## src/rtl/bluetooth_tx.sv

```systemverilog
// bluetooth_tx
//   8N1 UART transmitter (LSB first) feeding the RXD pin of an HC-05/06
//   Bluetooth module. Bytes pushed by game logic are queued in a small FIFO
//   and serialised back-to-back with no idle gap between frames.
//
// Parameters
//   BAUD_DIV  clocks per bit (default 100 MHz / 9600), legal range >= 2
//   FIFO_AW   FIFO address width, depth = 2**FIFO_AW
//
// Ports
//   clk       in   system clock
//   rst       in   synchronous, active-high reset
//   wr_en     in   push wr_data into the FIFO this cycle
//   wr_data   in   byte to send
//   full      out  FIFO holds 2**FIFO_AW entries; pushes are rejected
//   overflow  out  one-cycle pulse after a push attempted while full
//   count     out  FIFO occupancy, 0..2**FIFO_AW
//   busy      out  a frame is on the line
//   txd       out  registered serial output, idle high
module bluetooth_tx #(
   parameter int unsigned BAUD_DIV = 10417,
   parameter int unsigned FIFO_AW  = 2
) (
   input  logic               clk,
   input  logic               rst,
   input  logic               wr_en,
   input  logic [7:0]         wr_data,
   output logic               full,
   output logic               overflow,
   output logic [FIFO_AW:0]   count,
   output logic               busy,
   output logic               txd
);

   localparam int unsigned      DEPTH      = 2 ** FIFO_AW;
   localparam logic [FIFO_AW:0] DEPTH_CNT  = DEPTH[FIFO_AW:0];
   localparam logic [FIFO_AW:0] CNT_ONE    = {{FIFO_AW{1'b0}}, 1'b1};
   localparam logic [FIFO_AW:0] CNT_ZERO   = {(FIFO_AW + 1){1'b0}};
   localparam logic [13:0]      BAUD_LAST  = 14'(BAUD_DIV - 1);
   localparam logic [2:0]       BIT_LAST   = 3'd7;

   typedef enum logic [1:0] {
      ST_IDLE  = 2'd0,
      ST_START = 2'd1,
      ST_DATA  = 2'd2,
      ST_STOP  = 2'd3
   } tx_state_t;

   // FIFO storage and bookkeeping
   logic [7:0]         mem_r [DEPTH];
   logic [FIFO_AW-1:0] wr_ptr_r;
   logic [FIFO_AW-1:0] rd_ptr_r;
   logic [FIFO_AW:0]   count_r;
   logic [FIFO_AW:0]   count_nxt_s;
   logic               full_r;
   logic               overflow_r;
   logic               push_s;
   logic               pop_s;

   // Serialiser state
   tx_state_t          state_r;
   tx_state_t          state_nxt_s;
   logic [13:0]        baud_r;
   logic [13:0]        baud_nxt_s;
   logic [2:0]         bit_idx_r;
   logic [2:0]         bit_idx_nxt_s;
   logic [7:0]         shreg_r;
   logic [7:0]         shreg_nxt_s;
   logic               txd_r;
   logic               txd_nxt_s;
   logic               busy_r;

   // full is judged on the pre-edge occupancy, so a pop on the same edge
   // never makes room for a push that arrives while full.
   assign push_s = wr_en & ~full_r;

   // Occupancy update: push and pop on the same edge leave count unchanged.
   always_comb begin
      count_nxt_s = count_r;
      if (push_s && !pop_s) begin
         count_nxt_s = count_r + CNT_ONE;
      end else if (!push_s && pop_s) begin
         count_nxt_s = count_r - CNT_ONE;
      end else begin
         count_nxt_s = count_r;
      end
   end

   // FIFO data array; contents need no reset because pointers/count gate reads.
   always_ff @(posedge clk) begin
      if (push_s && !rst) begin
         mem_r[wr_ptr_r] <= wr_data;
      end
   end

   // FIFO pointers, occupancy, full flag and overflow pulse.
   always_ff @(posedge clk) begin
      if (rst) begin
         wr_ptr_r   <= {FIFO_AW{1'b0}};
         rd_ptr_r   <= {FIFO_AW{1'b0}};
         count_r    <= CNT_ZERO;
         full_r     <= 1'b0;
         overflow_r <= 1'b0;
      end else begin
         if (push_s) begin
            wr_ptr_r <= wr_ptr_r + {{(FIFO_AW - 1){1'b0}}, 1'b1};
         end
         if (pop_s) begin
            rd_ptr_r <= rd_ptr_r + {{(FIFO_AW - 1){1'b0}}, 1'b1};
         end
         count_r    <= count_nxt_s;
         full_r     <= (count_nxt_s == DEPTH_CNT);
         overflow_r <= wr_en & full_r;
      end
   end

   // Next-state, counters and next txd value. txd is registered, so the
   // value computed here is the level for the state being entered.
   always_comb begin
      state_nxt_s   = state_r;
      baud_nxt_s    = baud_r + 14'd1;
      bit_idx_nxt_s = bit_idx_r;
      shreg_nxt_s   = shreg_r;
      txd_nxt_s     = 1'b1;
      pop_s         = 1'b0;
      case (state_r)
         ST_IDLE: begin
            baud_nxt_s    = 14'd0;
            bit_idx_nxt_s = 3'd0;
            if (count_r != CNT_ZERO) begin
               pop_s       = 1'b1;
               shreg_nxt_s = mem_r[rd_ptr_r];
               state_nxt_s = ST_START;
               txd_nxt_s   = 1'b0;
            end else begin
               txd_nxt_s   = 1'b1;
            end
         end
         ST_START: begin
            txd_nxt_s = 1'b0;
            if (baud_r == BAUD_LAST) begin
               state_nxt_s   = ST_DATA;
               baud_nxt_s    = 14'd0;
               bit_idx_nxt_s = 3'd0;
               txd_nxt_s     = shreg_r[0];
            end else begin
               state_nxt_s   = ST_START;
            end
         end
         ST_DATA: begin
            txd_nxt_s = shreg_r[0];
            if (baud_r == BAUD_LAST) begin
               baud_nxt_s = 14'd0;
               if (bit_idx_r == BIT_LAST) begin
                  state_nxt_s = ST_STOP;
                  txd_nxt_s   = 1'b1;
               end else begin
                  bit_idx_nxt_s = bit_idx_r + 3'd1;
                  shreg_nxt_s   = {1'b0, shreg_r[7:1]};
                  txd_nxt_s     = shreg_r[1];
               end
            end else begin
               state_nxt_s = ST_DATA;
            end
         end
         ST_STOP: begin
            txd_nxt_s = 1'b1;
            if (baud_r == BAUD_LAST) begin
               baud_nxt_s = 14'd0;
               // Chain straight into the next start bit when more data waits.
               if (count_r != CNT_ZERO) begin
                  pop_s       = 1'b1;
                  shreg_nxt_s = mem_r[rd_ptr_r];
                  state_nxt_s = ST_START;
                  txd_nxt_s   = 1'b0;
               end else begin
                  state_nxt_s = ST_IDLE;
               end
            end else begin
               state_nxt_s = ST_STOP;
            end
         end
         default: begin
            state_nxt_s   = ST_IDLE;
            baud_nxt_s    = 14'd0;
            bit_idx_nxt_s = 3'd0;
            txd_nxt_s     = 1'b1;
         end
      endcase
   end

   // Serialiser state register and registered line outputs.
   always_ff @(posedge clk) begin
      if (rst) begin
         state_r   <= ST_IDLE;
         baud_r    <= 14'd0;
         bit_idx_r <= 3'd0;
         shreg_r   <= 8'd0;
         txd_r     <= 1'b1;
         busy_r    <= 1'b0;
      end else begin
         state_r   <= state_nxt_s;
         baud_r    <= baud_nxt_s;
         bit_idx_r <= bit_idx_nxt_s;
         shreg_r   <= shreg_nxt_s;
         txd_r     <= txd_nxt_s;
         busy_r    <= (state_nxt_s != ST_IDLE);
      end
   end

   assign full     = full_r;
   assign overflow = overflow_r;
   assign count    = count_r;
   assign busy     = busy_r;
   assign txd      = txd_r;

endmodule

```

## config.mk

```make
export PLATFORM = sky130hd
export DESIGN_NAME = bluetooth_tx
export DESIGN_NICKNAME = d
export VERILOG_FILES = /design/src/rtl/bluetooth_tx.sv
export SDC_FILE = /design/constraint.sdc
export NUM_CORES = 1
export LEC_CHECK = 0
export BUFFER_PORTS_ARGS = -buffer_cell sky130_fd_sc_hd__buf_4
export CAP_MARGIN = 25
export CORE_MARGIN = 10
export CORE_UTILIZATION = 60
export CTS_CLUSTER_DIAMETER = 120
export CTS_CLUSTER_SIZE = 10
export DETAILED_ROUTE_END_ITERATION = 10
export GPL_TIMING_DRIVEN = 0
export PLACE_DENSITY = 0.77
export SLEW_MARGIN = 20
export SYNTH_ARGS = -nofsm -noshare
export SYNTH_HDL_FRONTEND = slang
export SYNTH_SLANG_ARGS = --single-unit
```

## constraint.sdc

```tcl
create_clock -name clk -period 6.7 [get_ports clk]
set_clock_uncertainty 0.05 [all_clocks]
set_input_delay 0 -clock clk [delete_from_list [all_inputs] [get_ports clk]]
set_output_delay 0 -clock clk [all_outputs]
set_load 0.005 [all_outputs]
```

==> metrics.json <==
{
  "timing": {
    "fmax_mhz": 360,
    "setup_viol_count_final": 0,
    "post-route-worst-setup-slack_ns": 3.93,
    "timing_worst_slew_pin_value_ns": 0.744,
    "slew_viol_final": 0,
    "hold_slack_ns": 0.351,
    "final-hold-violation-count": 0,
    "post-route-period-util": 0.414,
    "grt_setup_unrepaired": "false",
    "maxSlewHeadroom": 0.500,
    "tns_ns": 0,
    "min_period_ns": 2.77
  },
  "job": {
    "drv.max_cap_violation_count": 0
  },
  "floorplan": {
    "io_pins": 18,
    "fp.dieArea_um2": 9080,
    "fp.coreArea_um2": 5510,
    "std_cell_rows": 27,
    "die_y_um": 95.3,
    "dieWidth_um": 95.3,
    "start_util": 0.618
  },
  "clocking": {
    "cts-buffers-inserted": 9,
    "clkTransAtPathRegs_ns": 0.09,
    "cts.repair.resized": 0,
    "clockBufferDepth": 2,
    "numClockSinks": 72,
    "clock_latency_ns": 0.35,
    "clockRootBuffer": "sky130_fd_sc_hd__clkbuf_8",
    "clock_tree_from_tritoncts": "done",
    "htree_levels": 3
  },
  "power": {
    "swShare": 0.340,
    "combinationalPowerShare": 0.338,
    "internal-power_mw": 0.936,
    "ir_drop_mv": 0.241,
    "sequentialPowerShare": 0.404,
    "power_density_normalized_to_cell_area_nw_per_um2": 361,
    "power.clock.fraction": 0.258,
    "switching_pwr_mw": 0.483,
    "p_leak_nw": 1.46,
    "design_power_total_mw": 1.42
  },
  "yosys": {
    "area_share_of_the_leading_cell_type_in_the_synthesized_netlist": 0.283,
    "synth.distinct_cells": 55,
    "synth-compound-area-share": 0.0787,
    "yosys.area_share.xor_xnor": 0.0438,
    "synth.cell_area_um2": 3400,
    "dominant_combinational_cell_family_by_area_after_synthesis": "simple AND/OR/NAND/NOR gates",
    "synth.avg_cell_area_um2": 11.8,
    "synth_mux_area_frac": 0.108,
    "asyncSetResetFlopFracSynth": 0,
    "post_synth_and_or_nand_nor_area_fraction": 0.162,
    "synth-adder-area-share": 0.0618,
    "synth_area_leaders": "sky130_fd_sc_hd__edfxtp_1, sky130_fd_sc_hd__dfxtp_1, sky130_fd_sc_hd__ha_1",
    "yosysWarningCount": 0,
    "post-synth-top-area-cell": "sky130_fd_sc_hd__edfxtp_1",
    "mappedNetlistNets": 314,
    "yosys_register_bits": 72,
    "synth-edff-count": 32,
    "syn-instance-count": 287,
    "yosys_most_used_dff": "sky130_fd_sc_hd__dfxtp_1",
    "synth_seq_area_share": 0.518
  },
  "global_route": {
    "grt_max_degree": 16,
    "track_usage": 0.155,
    "grt_antenna_before_repair": 0,
    "vias_in_the_first_global_route": 2328,
    "overflow": 0,
    "grt_pass1_wl_um": 10900
  },
  "worst_setup_path": {
    "worstPathRequired_ns": 6.91,
    "critical_path.endpoint_type": "register",
    "arrival_worst_endpoint_ns": 2.98,
    "critPathMaxFanout": 9,
    "worst_setup_path_start_kind": "register",
    "critPathKind": "register to register"
  },
  "route": {
    "avgRoutedWirePerCell_um": 16.4,
    "routed_wirelength_um": 6600,
    "post-route-drc-count": 0,
    "detail-route-antenna-nets": 0,
    "dr.pass1.iters": 4,
    "viasPerCell": 5.69,
    "drt_iter0_markers": 73,
    "num_vias": 2286
  },
  "place": {
    "gp_routability_congestion": 0.836,
    "post_dp_cell_area_um2": 3620,
    "place_worst_setup_slack_ns": 4.00,
    "place.detailed.instances": 376,
    "numPortBuffers": 17,
    "detailed_place_hpwl_um": 4510
  },
  "final_layout": {
    "syn_to_final_growth_pct": 15.6,
    "final_layout_size_suffix_gt1_frac": 0.179,
    "num_antenna_cells": 0,
    "number_of_standard_cells_in_the_final_layout_excluding_fillers": 402,
    "final_nets": 352,
    "utilization": 0.714,
    "finished_cell_area_um2": 3930
  },
  "hold_path": {
    "min_path_type": "input port to register"
  },
  "status": {
    "outcome": "completed"
  }
}
## registers in the layout, summed over array words and instances (netlist names), named ones only
register / count
state_r: 2
full: 1
busy: 1
wr_ptr_r: 2
mem_r: 32
overflow: 1
txd: 1
rd_ptr_r: 2
count: 3
baud_r: 14
bit_idx_r: 3
shreg_r: 8
## final timing paths
| kind | from | to | slack [ns] | cells past startpoint |
|---|---|---|---|---|
| hold / removal | wr_data[4] | mem_r[2][4] | 0.35 | 2 |
| hold reg to reg | baud_r[0] | baud_r[0] | 0.43 | 1 |
| setup / recovery | state_r[1] | count[1] | 3.93 | 7 |
| setup reg to reg | state_r[1] | count[1] | 3.93 | 7 |
## final cells by class
class                           count  area (um2)
Clock buffer                        9         124
Sequential cell                    72        1760
Timing Repair Buffer               27         228
Fill cell                         394        1580
Tap cell                           72        90.1
Clock inverter                      7        87.6
Buffer                             12        52.6
Multi-Input combinational cell    192        1550
Inverter                           11        41.3
## worst max-delay path, cell delays in order, from the launching register on
cell                       delay [ns]
sky130_fd_sc_hd__dfxtp_1         0.41
sky130_fd_sc_hd__ha_1            0.17
sky130_fd_sc_hd__clkbuf_1        0.34
sky130_fd_sc_hd__nand3b_1        0.15
sky130_fd_sc_hd__nor4_2          0.58
sky130_fd_sc_hd__o21ai_1         0.30
sky130_fd_sc_hd__maj3_1          0.42
sky130_fd_sc_hd__a221oi_1        0.28
## cells in the mapped netlist, drive strengths merged (3+ instances only)
master   n
a21oi    8
a221oi   3
and3     9
buf      3
clkbuf   9
dfxtp   40
edfxtp  32
ha      16
inv     11
mux2     8
mux2i    7
mux4     8
nand2   10
nand2b   3
nand3    6
nand3b   3
nor2    37
nor2b    9
nor4     4
nor4b    3
o21ai    8
xnor2    8
xor2     9
## power groups by stage
| stage | sequential (mW) | clock [mW] | combinational [mW] |
|---|---|---|---|
| 3_3_place_gp | 0.580 | 0 | 0.462 |
| 6_report | 0.574 | 0.366 | 0.480 |
| 3_5_place_dp | 0.582 | 0 | 0.473 |
| 2_1_floorplan | 0.570 | 0 | 0.368 |
| 5_1_grt | 0.582 | 0.393 | 0.528 |
| 4_1_cts | 0.573 | 0.370 | 0.480 |
## cells in the final DEF, fill, tap and decap left out, drive strengths merged, types with 3 or more instances in the layout
| master | instances |
|---|---|
| nor2 | 37 |
| dlygate4sd3 | 10 |
| nand3b | 3 |
| inv | 14 |
| dfxtp | 40 |
| a21oi | 8 |
| mux2i | 7 |
| a221oi | 3 |
| o21ai | 8 |
| edfxtp | 32 |
| nor4b | 3 |
| ha | 16 |
| nand3 | 6 |
| nor4 | 4 |
| nor2b | 9 |
| and3 | 9 |
| mux4 | 8 |
| buf | 20 |
| nand2b | 3 |
| xnor2 | 8 |
| xor2 | 9 |
| nand2 | 10 |
| clkinv | 3 |
| mux2 | 8 |
| clkbuf | 18 |
## per-layer routing
layer,wire (um),global-route usage,vias to the layer above
li1,-,-,1117
met1,2790,0.173,1108
met2,3490,0.276,52
met3,232,0.0408,9
met4,96,0.0574,0
met5,0,0,-
## repair_timing
| action | in CTS | in global routing |
|---|---|---|
| buffers inserted | 0 | 0 |
| hold buffers | 10 | 0 |
| hold endpoints to repair | 36 | 0 |
| setup endpoints to repair | 0 | 0 |
## cell families after synthesis
kind of cell | count (synthesis)
buf+inv | 23
flops | 72
compound gates | 37
xor+xnor | 17
fa+ha+maj | 17
simple gates | 98
mux | 23
(Power assumes the default switching activity.)
